--- src/rtl/i2s_tx.sv ---
// Stereo I2S transmitter: one-deep sample hold, integer BCLK divider, MSB-first
// serial data launched on BCLK falling edges with the standard one-bit LRCK delay.
module i2s_tx #(
  parameter int DATA_W   = 16,
  parameter int BCLK_DIV = 4
) (
  input  logic              clk,
  input  logic              rst,
  input  logic              en,
  input  logic [DATA_W-1:0] in_left,
  input  logic [DATA_W-1:0] in_right,
  input  logic              in_valid,
  output logic              in_ready,
  output logic              bclk,
  output logic              lrck,
  output logic              sdata,
  output logic              underrun
);

  localparam int FW = 2 * DATA_W;
  localparam int SW = $clog2(FW);
  localparam int CW = (BCLK_DIV > 1) ? $clog2(BCLK_DIV) : 1;

  typedef struct packed {
    logic [DATA_W-1:0] left;
    logic [DATA_W-1:0] right;
  } pair_t;

  logic [CW-1:0] div_cnt;
  logic [SW-1:0] slot, slot_nxt;
  logic [FW-1:0] shreg, frame;
  pair_t         hold;
  logic          hold_full;
  logic          tick, fall, load, accept;

  assign tick     = (div_cnt == CW'(BCLK_DIV - 1));
  assign fall     = en && tick && bclk;
  assign slot_nxt = (slot == SW'(FW - 1)) ? '0 : slot + SW'(1);
  assign load     = fall && (slot_nxt == SW'(1));
  assign accept   = in_valid && !hold_full;
  assign in_ready = !hold_full;
  // An empty hold at load time sends a silent frame rather than stalling the link.
  assign frame    = hold_full ? FW'(hold) : '0;

  always_ff @(posedge clk or posedge rst) begin
    if (rst) begin
      div_cnt  <= '0;
      bclk     <= 1'b0;
      lrck     <= 1'b0;
      sdata    <= 1'b0;
      slot     <= SW'(FW - 1);
      shreg    <= '0;
      underrun <= 1'b0;
    end else if (!en) begin
      div_cnt  <= '0;
      bclk     <= 1'b0;
      lrck     <= 1'b0;
      sdata    <= 1'b0;
      slot     <= SW'(FW - 1);
      shreg    <= '0;
      underrun <= 1'b0;
    end else begin
      underrun <= load && !hold_full;
      if (tick) begin
        div_cnt <= '0;
        bclk    <= ~bclk;
      end else begin
        div_cnt <= div_cnt + CW'(1);
      end
      if (fall) begin
        slot <= slot_nxt;
        lrck <= (slot_nxt >= SW'(DATA_W));
        if (load) begin
          sdata <= frame[FW-1];
          shreg <= frame << 1;
        end else begin
          sdata <= shreg[FW-1];
          shreg <= shreg << 1;
        end
      end
    end
  end

  // Hold register keeps working while the serializer is disabled.
  always_ff @(posedge clk or posedge rst) begin
    if (rst) begin
      hold      <= '0;
      hold_full <= 1'b0;
    end else if (accept) begin
      hold      <= '{left: in_left, right: in_right};
      hold_full <= 1'b1;
    end else if (load) begin
      hold_full <= 1'b0;
    end
  end

endmodule

--- config.mk ---
export PLATFORM = sky130hd
export DESIGN_NAME = i2s_tx
export DESIGN_NICKNAME = d
export VERILOG_FILES = /design/src/rtl/i2s_tx.sv
export SDC_FILE = /design/constraint.sdc
export NUM_CORES = 1
export LEC_CHECK = 0
export ABC_AREA = 1
export CELL_PAD_IN_SITES_DETAIL_PLACEMENT = 0
export CELL_PAD_IN_SITES_GLOBAL_PLACEMENT = 2
export CORE_MARGIN = 1
export CORE_UTILIZATION = 35
export DETAILED_ROUTE_END_ITERATION = 8
export GPL_TIMING_DRIVEN = 0
export HOLD_SLACK_MARGIN = 0.08
export PLACE_DENSITY = 0.77
export RECOVER_POWER = 100
export SLEW_MARGIN = 0
export SYNTH_ARGS = -nofsm -noshare
export SYNTH_HDL_FRONTEND = slang
export SYNTH_SLANG_ARGS = --single-unit
export TNS_END_PERCENT = 10
--- constraint.sdc ---
create_clock -name clk -period 2.8 [get_ports clk]
set_clock_uncertainty 0.15 [all_clocks]
set_input_delay 0.42 -clock clk [delete_from_list [all_inputs] [get_ports clk]]
set_output_delay 0.42 -clock clk [all_outputs]
set_load 0.01 [all_outputs]
==> run metrics <==
first-pass GRT wire length between 10 and 15 mm; ys flop type dfrtp_1; Async SR Flop Fraction 100%; sw frac between 20% and 30%; Syn Nets ~440; std cell rows 36; Port Buffers 40; DR iter-0 viols 103; Final Hold Vio Count 0; count leader, synth nand2_1; postcts setup bufs 0; Final min period roughly 2.5 ns; critical path arrival between 2 and 3 ns; share of the synthesized area in the top cell type 48.3%; fin. max-slew vios 0; Pwr Density around 600 mW/mm^2; Slew HR around 40%; ant diodes 0; largest net degree at the start of global routing 64; footprint of the multi-input gates around 0.0014 mm^2; GRT Resource Usage Total ~16%; combinational share of power ~14%; die area 0.0108 mm^2; vias in the first global route ~2600; CTS sink cnt 75; dpl hpwl between 5 and 6 mm; RSZ-0062 raised after global routing false; Die Width between 100 and 150 um; Clock transition at path regs about 0.080 ns; CP endpoint kind register; CP max FO 10; Worst VDD drop around 0.24 mV; Final Cycle Share 88.5%; core area around 0.0099 mm^2; area leader, netlist dfrtp_1; status finished clean; Worst Path Required between 2 and 3 ns; DR DRC count 0; IO Count roughly 40; leakage between 2 and 2.5 nW; Starting Density a little over a third; Clk Tree Root Cell clkbuf_8; # setup viols final 0; Worst setup SP type register; Slew @ Worst Pin around 0.90 ns; Synth area leaders dfrtp_1 48%, nand2_1 14%, mux2_2 9.9%; GRT overflow 0; register area 0.00188 mm^2; DR pass1 iterations 4; Max Cap Viol 0; Net Sw Power 0.646 mW; setup TNS 0 ns; mapped cell area around 0.0036 mm^2; antenna-violating nets left 0; dpl cell area about 0.0042 mm^2; Layout Nets approximately 500; initial antenna violation count 0; internal power just under 2 mW; Setup CP Type reg -> reg; f_max roughly 400 MHz; via count approximately 2700; H-tree depth 3; cts hold-fix bufs 0; WL per Instance about 13 um; worst-skew pair later-pin latency between 0.3 and 0.4 ns; Via density between 4 and 5; Num CTS Buffers 9; total of warnings raised by yosys 0; EDFF count, synth 0; CTS tree built; Synth Register Bits between 70 and 80; final hold slack 0.285 ns; Design Area, Final 0.00439 mm^2; Mapped Cells around 400; Hold Path Class reg -> reg; clk buf depth 2; WL final ~7.9 mm; synthesis-to-layout area growth 21.1%; post-synthesis sequential area ratio between 50% and 60%; synthesized area per cell ~9 um^2; library cells used by synthesis 27; Post-synth top cells 133 x nand2_1, 70 x dfrtp_1, 64 x nand3_1; Clk pwr share around 34%; share of cells above drive strength 1 between 15 and 20%; fillcell total 1028; Final GP Congestion between 0.7 and 0.8; Flop pwr share 51.7%; Die Height around 100 um; Resized Gates After CTS 0
state kept, by name, summed over array words and instances (netlist names):
name / count
shreg: 31
sdata: 1
hold: 32
bclk: 1
hold_full: 1
slot: 5
div_cnt: 2
lrck: 1
underrun: 1
final cells by class:
class	count	area share, %
clock buffer	12	3.76
tap	133	3.79
sequential	75	42.9
clock inverter	4	1.08
multi-input combinational	262	32.4
buffer	22	2.99
timing repair buffer	41	9.28
inverter	44	3.84
cell usage in the layout, fill, tap and decap left out, drive strengths merged, types with 2 or more instances in the layout:
cell           instances
nand2                135
dfrtp                 70
nand3                 67
inv                   43
clkdlybuf4s50         33
mux2                  32
clkbuf                24
nor2                  14
buf                   11
dlygate4sd3            7
ha                     5
dfstp                  5
a21oi                  3
clkinv                 2
clkinvlp               2
power by group through the flow:
stage	sequential, mW	combinational (mW)	clock, mW
2_1_floorplan	1.34	0.273	0
4_1_cts	1.34	0.381	0.925
3_3_place_gp	1.36	0.371	0
5_1_grt	1.37	0.409	0.971
3_5_place_dp	1.37	0.380	0
6_report	1.34	0.363	0.893
worst paths after layout:
check                           start    endpoint  slack [ns]  depth (start not counted)
max in group asynchronous         rst    hold[11]        0.81                          3
setup reg to reg              slot[0]    shreg[7]        0.32                         10
min in group asynchronous         rst   shreg[23]        0.39                          2
setup / recovery              slot[0]    shreg[7]        0.32                         10
hold / removal             div_cnt[0]  div_cnt[0]        0.28                          1
hold reg to reg            div_cnt[0]  div_cnt[0]        0.28                          1
kinds of logic (layout without fill, tap and decap cells):
kind of cell | count (synthesis) | count (layout) | share of synthesized area [%]
AO/OA/AOI/OAI | 7 | 7 | 1.17
adder cells (fa/ha/maj) | 5 | 5 | 1.72
buffers and inverters | 66 | 123 | 8.42
flip-flops | 75 | 75 | 51.9
multiplexers | 32 | 32 | 9.93
AND/OR/NAND/NOR | 218 | 218 | 26.8
per-layer routing:
metal | global-route usage, % | wire [um]
met1 | 22.7 | 4020
met3 | 2.96 | 264
met2 | 23.4 | 3500
met4 | 6.73 | 137
met5 | 0 | 0
stage by stage:
stage          power, mW  setup slack (ns)  instances  util [%]
2_1_floorplan       1.61             0.328        403         -
3_3_place_gp        1.73             -1.15        576      42.3
3_5_place_dp        1.75             0.347        577      42.6
4_1_cts             2.65             0.331        593      44.8
5_1_grt             2.75             0.124        593      44.3
6_report            2.60             0.322        593      44.3
worst max-delay path, stage by stage, from the launching register on:
cell and delay [ns]:
dfstp_1 0.57, ha_1 0.21, nand2_1 0.11, nor2_1 0.15, ha_1 0.27, or2_2 0.35, nor2_8 0.16, buf_6 0.16
nand3_1 0.08, nand3_1 0.09, nand2_1 0.06
Power figures use the tool's default switching activity.
==> edit 1, RTL diff (same flow settings) <==
`BCLK_DIV`: 4 -> 8.
--- a/src/rtl/i2s_tx.sv
+++ b/src/rtl/i2s_tx.sv
@@ -3,5 +3,5 @@
 module i2s_tx #(
   parameter int DATA_W   = 16,
-  parameter int BCLK_DIV = 4
+  parameter int BCLK_DIV = 8
 ) (
   input  logic              clk,
Behaviour: not the same (a bounded check fails within 10 cycles, from zero or initial values and one cycle with rst high).
==> edit 1 against the unedited design <==
Total power is 8.7% higher. Sequential cell count is 1 higher. Critical path depth is 1 higher. Area after synthesis is 0.17% higher. Routed wire length is 3.6% lower. Non-clock buffer count stayed put. Worst setup slack better by 0.070 ns. Final area is 1.5% higher. Hold slack better by 0.0072 ns. Largest power group unchanged. Highest routed layer unchanged.
==> edit 1: results (changes against the unedited design) <==
** Pwr
- Worst voltage drop across the vdd grid :: 0.259 mV (was 0.241 mV)
- Standby leakage power :: 2.31 nW (was 2.29 nW)
- The total power after layout was 2.83 mW (was 2.60 mW).

** Yosys
- Synth Instances :: 407 (was 403)
- The synthesized-area fraction occupied by adder cells is 1.72% (about the same).
- Proportion of synthesized chip area in sequential cells :: 52.5% (was 51.9%)
- Leading cell types by total area after synthesis: sky130_fd_sc_hd__dfrtp_1 49%, sky130_fd_sc_hd__nand2_1 14%, sky130_fd_sc_hd__mux2_2 9.9% (was sky130_fd_sc_hd__dfrtp_1 48%, sky130_fd_sc_hd__nand2_1 14%, sky130_fd_sc_hd__mux2_2 9.9%).

** Critical path
- The data arrival time of the worst path was 2.48 ns (was 2.57 ns).
- FF-to-FF setup slack :: 0.39 ns (was 0.32 ns)
- The reg-to-reg critical path endpoint is shreg[30] (was shreg[7]).
- The beginning of the worst register-to-register path was slot[1] (was slot[0]).
- The end point of the critical path was shreg[30] (was shreg[7]).

** Finish
- The sequential cell area is 0.00191 mm^2 (was 0.00188 mm^2).
- Share of the core filled with cells :: 45.0% (was 44.3%)
- The area used by multi-input combinational logic came to 0.00143 mm^2 (was 0.00142 mm^2).
- The non-clock buffer contribution to total cell area came to 11.6% (was 12.3%).
- Net count of the finished layout :: 500 (was 496)
- The proportion of layout cells with a drive suffix above 1 is 15.1% (was 15.4%).
- Number of flip-flops and latches :: 76 (was 75)

** Place
- The HPWL reported at the end of detailed placement was 5.37 mm (was 5.19 mm).
- The total placed instance area is 0.00423 mm^2 (was 0.00422 mm^2).
- The final weighted congestion in routability-driven placement is 0.701 (was 0.724).

** Timing
- The final worst-path cycle share was 86.0% (was 88.5%).
- Actual slew at the worst max-slew pin :: 0.843 ns (was 0.897 ns)

** Run status
- Outcome :: finished clean (unchanged)

** Global routing
- The global-route usage over all layers came to 15.9% (about the same).
- The number of global-route vias before repair was 2763 (was 2594).
-- edit 1: worst reg2reg max path: stages (launching register included) --
cell                       delay, ns
sky130_fd_sc_hd__dfstp_1        0.57
sky130_fd_sc_hd__ha_1           0.22
sky130_fd_sc_hd__nand2_1        0.10
sky130_fd_sc_hd__nor2_1         0.11
sky130_fd_sc_hd__ha_1           0.23
sky130_fd_sc_hd__inv_1          0.09
sky130_fd_sc_hd__nand2_1        0.11
sky130_fd_sc_hd__nor2_4         0.20
sky130_fd_sc_hd__clkbuf_2       0.26
sky130_fd_sc_hd__nand3_1        0.09
sky130_fd_sc_hd__nand3_1        0.11
sky130_fd_sc_hd__nand2_1        0.06
-- edit 1: routing by layer --
metal	track usage (%)	vias up	wire [um]
met4	5.82	0	109
met5	0	-	0
met3	2.44	10	199
met2	25.3	31	3570
li1	-	1393	-
met1	22.0	1293	3760
==> edit 2, RTL diff (config.mk and constraints unchanged) <==
Made on the original files. Reset style: synchronous (`rst`), changed in 2 clocked blocks.
--- a/src/rtl/i2s_tx.sv
+++ b/src/rtl/i2s_tx.sv
@@ -43,5 +43,5 @@
   assign frame    = hold_full ? FW'(hold) : '0;
 
-  always_ff @(posedge clk or posedge rst) begin
+  always_ff @(posedge clk) begin
     if (rst) begin
       div_cnt  <= '0;
@@ -83,5 +83,5 @@
 
   // Hold register keeps working while the serializer is disabled.
-  always_ff @(posedge clk or posedge rst) begin
+  always_ff @(posedge clk) begin
     if (rst) begin
       hold      <= '0;
Behaviour: differs if rst is asserted again (counterexample within 4 cycles, from zero or initial values and one cycle with rst high); with rst held inactive, the same outputs for 10 cycles.
==> edit 2 against the unedited design <==
Worst setup slack better by 0.12 ns. Critical path type unchanged. Via count is 20% higher. Final area decreased by 2.8%. Highest routed layer unchanged. Total power shrank 20%. Combinational power is 49% lower. Maximum frequency is 5.2% higher. Routed wire length is 6.9% higher. Sequential power fell by 16%. Area after synthesis down 1.9%. Sequential cell count unchanged.
==> edit 2: results (changes against the unedited design) <==
** Run status
- Outcome: finished clean (unchanged).

** Critical path
- The reg-to-reg critical path endpoint is shreg[28] (was shreg[7]).
- Launch instance of the worst register-to-register path :: slot[1] (was slot[0])
- Critical path's slowest cell :: sky130_fd_sc_hd__nor2_1 (was sky130_fd_sc_hd__dfstp_1)

** Finish
- Share of final-layout standard cells stronger than drive strength 1 :: 5.66% (was 15.4%)
- Clock distribution area overhead in the final layout :: 4.04% (was 4.84%)
- Inverter count :: 77 (was 44)
- Net count of the finished layout :: 636 (was 496)
- Final-layout clock buffer total :: 14 (was 12)
- Non-clk bufs :: 73 (was 63)
- The sequential cell area came to 0.00150 mm^2 (was 0.00188 mm^2).
- The number of multi-input combinational cells in the layout was 360 (was 262).

** Place
- The HPWL reported at the end of detailed placement is 6.25 mm (was 5.19 mm).
- The final weighted congestion in routability-driven placement was 0.738 (was 0.724).
- Place WS :: 0.497 ns (was 0.347 ns)

** Detailed routing
- The initial DRC count is 130 (was 103).
- The routed wirelength normalized by instance count came to 11.5 um (was 13.4 um).
- Total wire length after detailed routing :: 8.47 mm (was 7.92 mm)

** Yosys
- The synthesized net count is 585 (was 444).
- Leading cell types by total area after synthesis: sky130_fd_sc_hd__dfxtp_1 42%, sky130_fd_sc_hd__nor2_1 14%, sky130_fd_sc_hd__nand2_1 11% (was sky130_fd_sc_hd__dfrtp_1 48%, sky130_fd_sc_hd__nand2_1 14%, sky130_fd_sc_hd__mux2_2 9.9%).
- The sequential fraction of the synthesis area was 42.2% (was 51.9%).
- The share of flip-flops with an asynchronous set or reset after synthesis was 0% (was 100%).
- Ys flop type :: sky130_fd_sc_hd__dfxtp_1 (was sky130_fd_sc_hd__dfrtp_1)
- List of most frequent post-synthesis cells: 132 x sky130_fd_sc_hd__nor2_1, 105 x sky130_fd_sc_hd__nand2_1, 75 x sky130_fd_sc_hd__dfxtp_1, 73 x sky130_fd_sc_hd__inv_1, 66 x sky130_fd_sc_hd__nand3_1 (was 133 x sky130_fd_sc_hd__nand2_1, 70 x sky130_fd_sc_hd__dfrtp_1, 64 x sky130_fd_sc_hd__nand3_1, 43 x sky130_fd_sc_hd__inv_1, 32 x sky130_fd_sc_hd__mux2_2).

** Timing
- The relative slew slack is 66.1% (was 40.2%).

** Global routing
- Global-route wire length before repair :: 14.3 mm (was 13.4 mm)
- Maximum number of pins on one net before global-route repair :: 12 (was 64)
- GRT Total Usage :: 17.9% (was 15.9%)

** Pwr
- The net load switching power is 0.517 mW (was 0.646 mW).
- Clock share of power :: 36.8% (was 34.3%)
- Worst voltage drop across the vdd grid :: 0.169 mV (was 0.241 mV)
## edit 2: changes by cell type after synthesis, sizes merged, moves of 3 or more
cell | before | now
nor2 | 14 | 135
dfrtp | 70 | 0
mux2 | 32 | 0
dfxtp | 0 | 75
nand2 | 135 | 106
buf | 16 | 20
inv | 44 | 77
dfstp | 5 | 0
clkbuf | 6 | 13
o21ai | 1 | 35
nor3 | 0 | 3
## edit 2: per-stage QoR
stage | instance area [um^2] | hold slack, ns | power, mW | util [%]
after floorplan | 3560 | 0.254 | 1.25 | -
after global placement | 4120 | 0.263 | 1.34 | 42.0
after detailed placement | 4120 | 0.273 | 1.34 | 42.0
after CTS | 4300 | 0.284 | 2.11 | 43.8
after global routing | 4270 | 0.310 | 2.19 | 43.5
final | 4270 | 0.282 | 2.08 | 43.5
## edit 2: routing by layer
metal  up-vias  part of all wire, %  track usage [%]
li1       1762                    -                -
met3        10                  3.1             3.05
met2        52                   40             25.5
met4         0                  1.5             8.45
met1      1422                   55             26.0
met5         -                    0                0
